`src/rtl/tcm_mem_loader.sv`:
```
`default_nettype none
// ============================================================================
// Module      : tcm_mem_loader
// Description : Byte-stream to TCM bridge. Decodes load/dump command frames
//               from an inbound byte stream, writes whole words into one TCM
//               port or reads words back and streams them out LSB first.
// Revision    : 1.0 - initial release
// ============================================================================
module tcm_mem_loader #(
    parameter int ADDR_W = 14
) (
    input  logic              clk_i,
    input  logic              rst_i,
    input  logic              rx_valid_i,
    input  logic [7:0]        rx_data_i,
    output logic              rx_ready_o,
    output logic              tx_valid_o,
    output logic [7:0]        tx_data_o,
    input  logic              tx_ready_i,
    output logic [ADDR_W-1:0] mem_addr_o,
    output logic [31:0]       mem_data_wr_o,
    output logic [3:0]        mem_wr_o,
    input  logic [31:0]       mem_data_rd_i,
    output logic              busy_o
);

    localparam logic [7:0] c_CMD_WRITE = 8'h10;
    localparam logic [7:0] c_CMD_READ  = 8'h11;
    localparam logic [7:0] c_ACK_BYTE  = 8'hA5;
    localparam logic [7:0] c_ERR_BYTE  = 8'hEE;

    // WACK carries the single response byte: 0xA5 after a write, 0xEE for a bad command
    typedef enum logic [2:0] {
        ST_IDLE  = 3'd0,
        ST_HDR   = 3'd1,
        ST_WDATA = 3'd2,
        ST_WRITE = 3'd3,
        ST_WACK  = 3'd4,
        ST_RREQ  = 3'd5,
        ST_RWAIT = 3'd6,
        ST_RDATA = 3'd7
    } state_t;

    state_t              state_q, state_d;
    logic                is_wr_q, is_wr_d;
    logic [2:0]          hdr_cnt_q, hdr_cnt_d;
    logic [39:0]         hdr_q, hdr_d;
    logic [1:0]          byte_cnt_q, byte_cnt_d;
    logic [31:0]         word_q, word_d;
    logic [ADDR_W-1:0]   addr_q, addr_d;
    logic [15:0]         len_q, len_d;
    logic                tx_valid_q, tx_valid_d;
    logic [7:0]          tx_data_q, tx_data_d;
    logic [3:0]          mem_wr_q, mem_wr_d;
    logic [31:0]         mem_data_wr_q, mem_data_wr_d;

    logic                w_rx_fire;
    logic                w_tx_fire;
    logic [47:0]         w_hdr_full;
    logic [15:0]         w_hdr_len;
    logic                w_unused_hdr;

    // Inbound bytes are only taken in the header/payload collecting states
    assign rx_ready_o = !rst_i && ((state_q == ST_IDLE) || (state_q == ST_HDR) ||
                                   (state_q == ST_WDATA));
    assign w_rx_fire  = rx_valid_i && rx_ready_o;
    assign w_tx_fire  = tx_valid_q && tx_ready_i;

    // Header as it stands once the final LEN byte arrives (byte 0 in bits 7:0)
    assign w_hdr_full = {rx_data_i, hdr_q};
    assign w_hdr_len  = w_hdr_full[47:32];
    // Byte-offset and upper address bits carry no meaning for a word-addressed TCM
    assign w_unused_hdr = ^{w_hdr_full[1:0], w_hdr_full[31:ADDR_W+2]};

    // Next-state and datapath decode for the frame sequencer
    always_comb begin
        state_d       = state_q;
        is_wr_d       = is_wr_q;
        hdr_cnt_d     = hdr_cnt_q;
        hdr_d         = hdr_q;
        byte_cnt_d    = byte_cnt_q;
        word_d        = word_q;
        addr_d        = addr_q;
        len_d         = len_q;
        tx_valid_d    = tx_valid_q;
        tx_data_d     = tx_data_q;
        mem_wr_d      = 4'h0;
        mem_data_wr_d = mem_data_wr_q;

        case (state_q)
            ST_IDLE: begin
                if (w_rx_fire) begin
                    if ((rx_data_i == c_CMD_WRITE) || (rx_data_i == c_CMD_READ)) begin
                        is_wr_d   = (rx_data_i == c_CMD_WRITE);
                        hdr_cnt_d = 3'd0;
                        state_d   = ST_HDR;
                    end else begin
                        tx_valid_d = 1'b1;
                        tx_data_d  = c_ERR_BYTE;
                        state_d    = ST_WACK;
                    end
                end
            end
            ST_HDR: begin
                if (w_rx_fire) begin
                    hdr_d     = {rx_data_i, hdr_q[39:8]};
                    hdr_cnt_d = hdr_cnt_q + 3'd1;
                    if (hdr_cnt_q == 3'd5) begin
                        addr_d     = w_hdr_full[ADDR_W+1:2];
                        len_d      = w_hdr_len;
                        byte_cnt_d = 2'd0;
                        if (is_wr_q) begin
                            if (w_hdr_len == 16'd0) begin
                                tx_valid_d = 1'b1;
                                tx_data_d  = c_ACK_BYTE;
                                state_d    = ST_WACK;
                            end else begin
                                state_d = ST_WDATA;
                            end
                        end else begin
                            state_d = (w_hdr_len == 16'd0) ? ST_IDLE : ST_RREQ;
                        end
                    end
                end
            end
            ST_WDATA: begin
                if (w_rx_fire) begin
                    word_d     = {rx_data_i, word_q[31:8]};
                    byte_cnt_d = byte_cnt_q + 2'd1;
                    if (byte_cnt_q == 2'd3) begin
                        mem_wr_d      = 4'hF;
                        mem_data_wr_d = {rx_data_i, word_q[31:8]};
                        state_d       = ST_WRITE;
                    end
                end
            end
            ST_WRITE: begin
                addr_d     = addr_q + ADDR_W'(1);
                len_d      = len_q - 16'd1;
                byte_cnt_d = 2'd0;
                if (len_q == 16'd1) begin
                    tx_valid_d = 1'b1;
                    tx_data_d  = c_ACK_BYTE;
                    state_d    = ST_WACK;
                end else begin
                    state_d = ST_WDATA;
                end
            end
            ST_WACK: begin
                if (w_tx_fire) begin
                    tx_valid_d = 1'b0;
                    state_d    = ST_IDLE;
                end
            end
            ST_RREQ: begin
                state_d = ST_RWAIT;
            end
            ST_RWAIT: begin
                word_d     = mem_data_rd_i;
                tx_valid_d = 1'b1;
                tx_data_d  = mem_data_rd_i[7:0];
                byte_cnt_d = 2'd0;
                state_d    = ST_RDATA;
            end
            ST_RDATA: begin
                if (w_tx_fire) begin
                    if (byte_cnt_q == 2'd3) begin
                        tx_valid_d = 1'b0;
                        addr_d     = addr_q + ADDR_W'(1);
                        len_d      = len_q - 16'd1;
                        state_d    = (len_q == 16'd1) ? ST_IDLE : ST_RREQ;
                    end else begin
                        byte_cnt_d = byte_cnt_q + 2'd1;
                        word_d     = {8'h00, word_q[31:8]};
                        tx_data_d  = word_q[15:8];
                    end
                end
            end
            default: begin
                state_d = ST_IDLE;
            end
        endcase
    end

    // State and registered outputs; reset abandons any partial frame at once
    always_ff @(posedge clk_i) begin
        if (rst_i) begin
            state_q       <= ST_IDLE;
            is_wr_q       <= 1'b0;
            hdr_cnt_q     <= 3'd0;
            hdr_q         <= 40'd0;
            byte_cnt_q    <= 2'd0;
            word_q        <= 32'd0;
            addr_q        <= '0;
            len_q         <= 16'd0;
            tx_valid_q    <= 1'b0;
            tx_data_q     <= 8'd0;
            mem_wr_q      <= 4'h0;
            mem_data_wr_q <= 32'd0;
        end else begin
            state_q       <= state_d;
            is_wr_q       <= is_wr_d;
            hdr_cnt_q     <= hdr_cnt_d;
            hdr_q         <= hdr_d;
            byte_cnt_q    <= byte_cnt_d;
            word_q        <= word_d;
            addr_q        <= addr_d;
            len_q         <= len_d;
            tx_valid_q    <= tx_valid_d;
            tx_data_q     <= tx_data_d;
            mem_wr_q      <= mem_wr_d;
            mem_data_wr_q <= mem_data_wr_d;
        end
    end

    assign tx_valid_o    = tx_valid_q;
    assign tx_data_o     = tx_data_q;
    assign mem_addr_o    = addr_q;
    assign mem_data_wr_o = mem_data_wr_q;
    assign mem_wr_o      = mem_wr_q;
    assign busy_o        = (state_q != ST_IDLE);

endmodule
`default_nettype wire

```
`config.mk`:
```
export PLATFORM = sky130hd
export DESIGN_NAME = tcm_mem_loader
export DESIGN_NICKNAME = d
export VERILOG_FILES = /design/src/rtl/tcm_mem_loader.sv
export SDC_FILE = /design/constraint.sdc
export NUM_CORES = 1
export LEC_CHECK = 0
export ABC_AREA = 1
export CAP_MARGIN = 20
export CORE_MARGIN = 4
export CORE_UTILIZATION = 50
export CTS_BUF_LIST = sky130_fd_sc_hd__clkbuf_8
export DETAILED_ROUTE_END_ITERATION = 6
export HOLD_SLACK_MARGIN = 0.15
export PLACE_DENSITY = 0.75
export SLEW_MARGIN = 20
export SYNTH_ARGS = -nofsm -noshare
export SYNTH_HDL_FRONTEND = slang
export SYNTH_SLANG_ARGS = --single-unit
```
`constraint.sdc`:
```
create_clock -name clk_i -period 3.3 [get_ports clk_i]
set_input_delay 0.33 -clock clk_i [delete_from_list [all_inputs] [get_ports clk_i]]
set_output_delay 0.33 -clock clk_i [all_outputs]
set_load 0.01 [all_outputs]
```
==> summary.txt <==
CTS
  – Post-CTS Setup Inserts: 0
  – CTS Buffer Depth: 2
  – CTS resizes: 0
  – Clock transition at path regs: 0.09 ns
  – H-tree Lvls: 4
  – Number of CTS-inserted buffers: 17
  – CTS tree: built
  – Root buffer cell: clkbuf_8
  – Clock Sinks: 143
  – Worst skew pair latency: 0.45 ns
  – Cts hold-fix bufs: 0

Power and ir drop
  – Clock Power Share: 25.0%
  – P_leak: 3.342 nW
  – Sw Ratio: 39.82%
  – Comb pwr share: 36.1%
  – Internal Pwr Total: 3.362 mW
  – Seq pwr share: 38.9%
  – PnR Total Power: 5.586 mW
  – VDD IR max: 0.3465 mV
  – PD cells: 673.9 mW/mm2
  – Net Switching: 2.224 mW

STA
  – Final Skew: 0.01142 ns
  – Slew Viols, Final: 0
  – Tmin final: 2.596 ns
  – Unrepaired setup endpoints after global routing: false
  – Slew HR: 46.30%
  – Final worst path period share: 78.66%
  – Fmax: 0.3853 GHz
  – Setup TNS: 0 ns
  – Slew @ Worst Pin: 0.8046 ns
  – Final setup fails: 0
  – Hold_ws: 0.4793 ns
  – Final Hold Fails: 0

Place
  – Final Wtd Congestion: 0.9225
  – Final HPWL DP: 12530 um
  – I/O Buffers: 104

GRT
  – Pin count of the biggest net entering global routing: 78
  – Grt ovf: 0
  – Initial antenna violation count: 0
  – First-pass GRT wire length: 29900 um
  – Tot GR Track Use: 23.07%
  – Vias in the first global route: 5985

Cells and area
  – Layout cells sized above 1: 5.823%
  – Layout Nets: 1121
  – # diodes: 0
  – P&R area growth vs syn: 20.89%

Routing
  – Vias/cell: 5.351
  – Final WL: 18180 um
  – Routed len/inst: 14.45 um
  – DRT iter0 DRCs: 724
  – Drt drc: 0
  – DR pass1 iterations: 5
  – Routed vias: 6732
  – Routed Antenna Nets: 0

Logic synthesis
  – Flops & latches, synth: 143
  – Netlist cell types: 37
  – Register area share after synthesis: 41.75%
  – Top post-synthesis cells by area: dfxtp_1 42%, o21ai_0 11%, nand2_1 9.3%
  – Async SR Flop Fraction: 0%
  – Post-Synthesis Cells: 996
  – Area leader, netlist: dfxtp_1
  – Yosys Warn Count: 0
  – EDFF count, synth: 0
  – Main synth FF type: dfxtp_1
  – Yosys top cell area share: 41.75%
  – Mapped Nets: 1048
  – Post-Synthesis Cell Area: 0.006857 mm2
  – Syn Area/Cell: 6.884 um2

Setup path
  – Critical path arrival: 2.91 ns
  – Worst path required time: 3.61 ns
  – CP Max Fanout: 48
  – Critical Path Source Type: flop
  – Crit end category: flop
  – Crit Path Class: flop to flop

Status
  – Status: complete, no violations

Floorplan
  – Starting Density: 51.37%
  – DIE AREA: 0.01565 mm2
  – Die span in x: 125.1 um
  – Die span in y: 125.1 um
  – Rows: 42
  – I/O pins: 105
  – Core Box Area: 0.01335 mm2

Job
  – # Max-Cap Violations: 0

Worst hold path
  – Min-delay worst type: flop to flop
registers in the layout (all words and copies together), names as in the netlist, 2 cells and up:
register / flops
hdr_q: 38
mem_data_wr_o: 32
word_q: 24
len_q: 16
mem_addr_o: 14
tx_data_o: 8
hdr_cnt_q: 3
state_q: 3
byte_cnt_q: 2
cells in the mapped netlist, types with 3 or more instances:
library cell,instances
nand2_1,169
a31oi_1,5
nand3_2,3
xor2_1,3
a21oi_1,114
o21ai_0,154
buf_2,19
nor2_1,158
dfxtp_1,143
buf_4,8
clkbuf_1,22
buf_1,3
inv_2,5
buf_6,4
nand4_1,9
nand3_1,57
ha_1,8
o21a_1,3
inv_1,71
nor2_2,5
nor3_1,6
o211ai_1,4
a211oi_1,4
path summary, 6_finish.rpt:
| check | start | endpoint | slack [ns] | cells past startpoint |
|---|---|---|---|---|
| max | state_q[1] | word_q[24] | 0.70 | 7 |
| min | byte_cnt_q[1] | byte_cnt_q[1] | 0.48 | 2 |
| max reg2reg | state_q[1] | word_q[24] | 0.70 | 7 |
| min reg2reg | byte_cnt_q[1] | byte_cnt_q[1] | 0.48 | 2 |
cell usage in the layout (no fill, tap or decap), types with 2 or more instances in the layout:
cell | Yosys | layout
nand4_1 | 9 | 9
o211ai_1 | 4 | 4
clkbuf_8 | 0 | 18
xor2_1 | 3 | 3
nand2_1 | 169 | 169
nand2_4 | 2 | 2
inv_2 | 5 | 6
inv_6 | 0 | 7
nor2_2 | 5 | 5
inv_1 | 71 | 71
a21oi_1 | 114 | 114
a211oi_1 | 4 | 4
nand3_2 | 3 | 3
nor3_1 | 6 | 6
dfxtp_1 | 143 | 143
buf_4 | 8 | 6
a31oi_1 | 5 | 5
nand3_1 | 57 | 57
nor2_4 | 2 | 2
clkdlybuf4s50_1 | 0 | 104
o21a_1 | 3 | 3
ha_1 | 8 | 8
o22ai_1 | 2 | 2
nor2_1 | 158 | 158
clkinv_4 | 0 | 2
o21ai_0 | 154 | 154
nand2_2 | 2 | 2
per-stage QoR:
stage | std cells | utilization [%] | cell area, um2 | worst slack [ns]
finish | 1258 | 62.10 | 8289 | 0.7043
global route | 1258 | 62.10 | 8289 | 0.4277
CTS | 1258 | 62.10 | 8289 | 0.7217
detailed placement | 1226 | 59.13 | 7893 | 0.7302
global placement | 1226 | 59.13 | 7893 | 0.8103
floorplan | 996 | - | 6857 | 1.730
kinds of logic after synthesis:
family	count (synthesis)	synth area share [%]
fa+ha+maj	8	1.460
compound gates	289	21.77
buf+inv	135	8.631
xor+xnor	4	0.5110
flops	143	41.75
simple gates	417	25.88
power groups by stage:
stage / combinational (mW) / clock [mW] / sequential (mW)
after CTS: 2.00 / 1.42 / 2.17
after floorplan: 1.47 / 0 / 2.19
after global placement: 1.99 / 0 / 2.20
after detailed placement: 1.99 / 0 / 2.21
after global routing: 2.28 / 1.49 / 2.21
final: 2.02 / 1.40 / 2.17
layer usage:
layer,GRT usage [%],wire length [um],vias up
met5,0,0,-
met4,7.079,294,0
met3,6.439,1047,30
met2,33.00,7934,206
met1,33.77,8907,3059
li1,-,-,3437
area by class of cell:
cell class | instances | area, um2
Clock buffer | 18 | 247.7
Clock inverter | 14 | 148.9
Fill cell | 1247 | 5059
Inverter | 78 | 292.8
Multi-Input combinational cell | 718 | 3411
Sequential cell | 143 | 2863
Tap cell | 176 | 220.2
Timing Repair Buffer | 111 | 1106
critical path: stages (launching register included):
cell	delay (ns)
dfxtp_1	0.52
nand2_4	0.31
nor2_8	0.23
nand2_1	0.12
nand2_1	0.09
nand3_2	0.61
o21ai_0	0.47
a21oi_1	0.08
No activity file was read; power rests on OpenSTA's default activity.
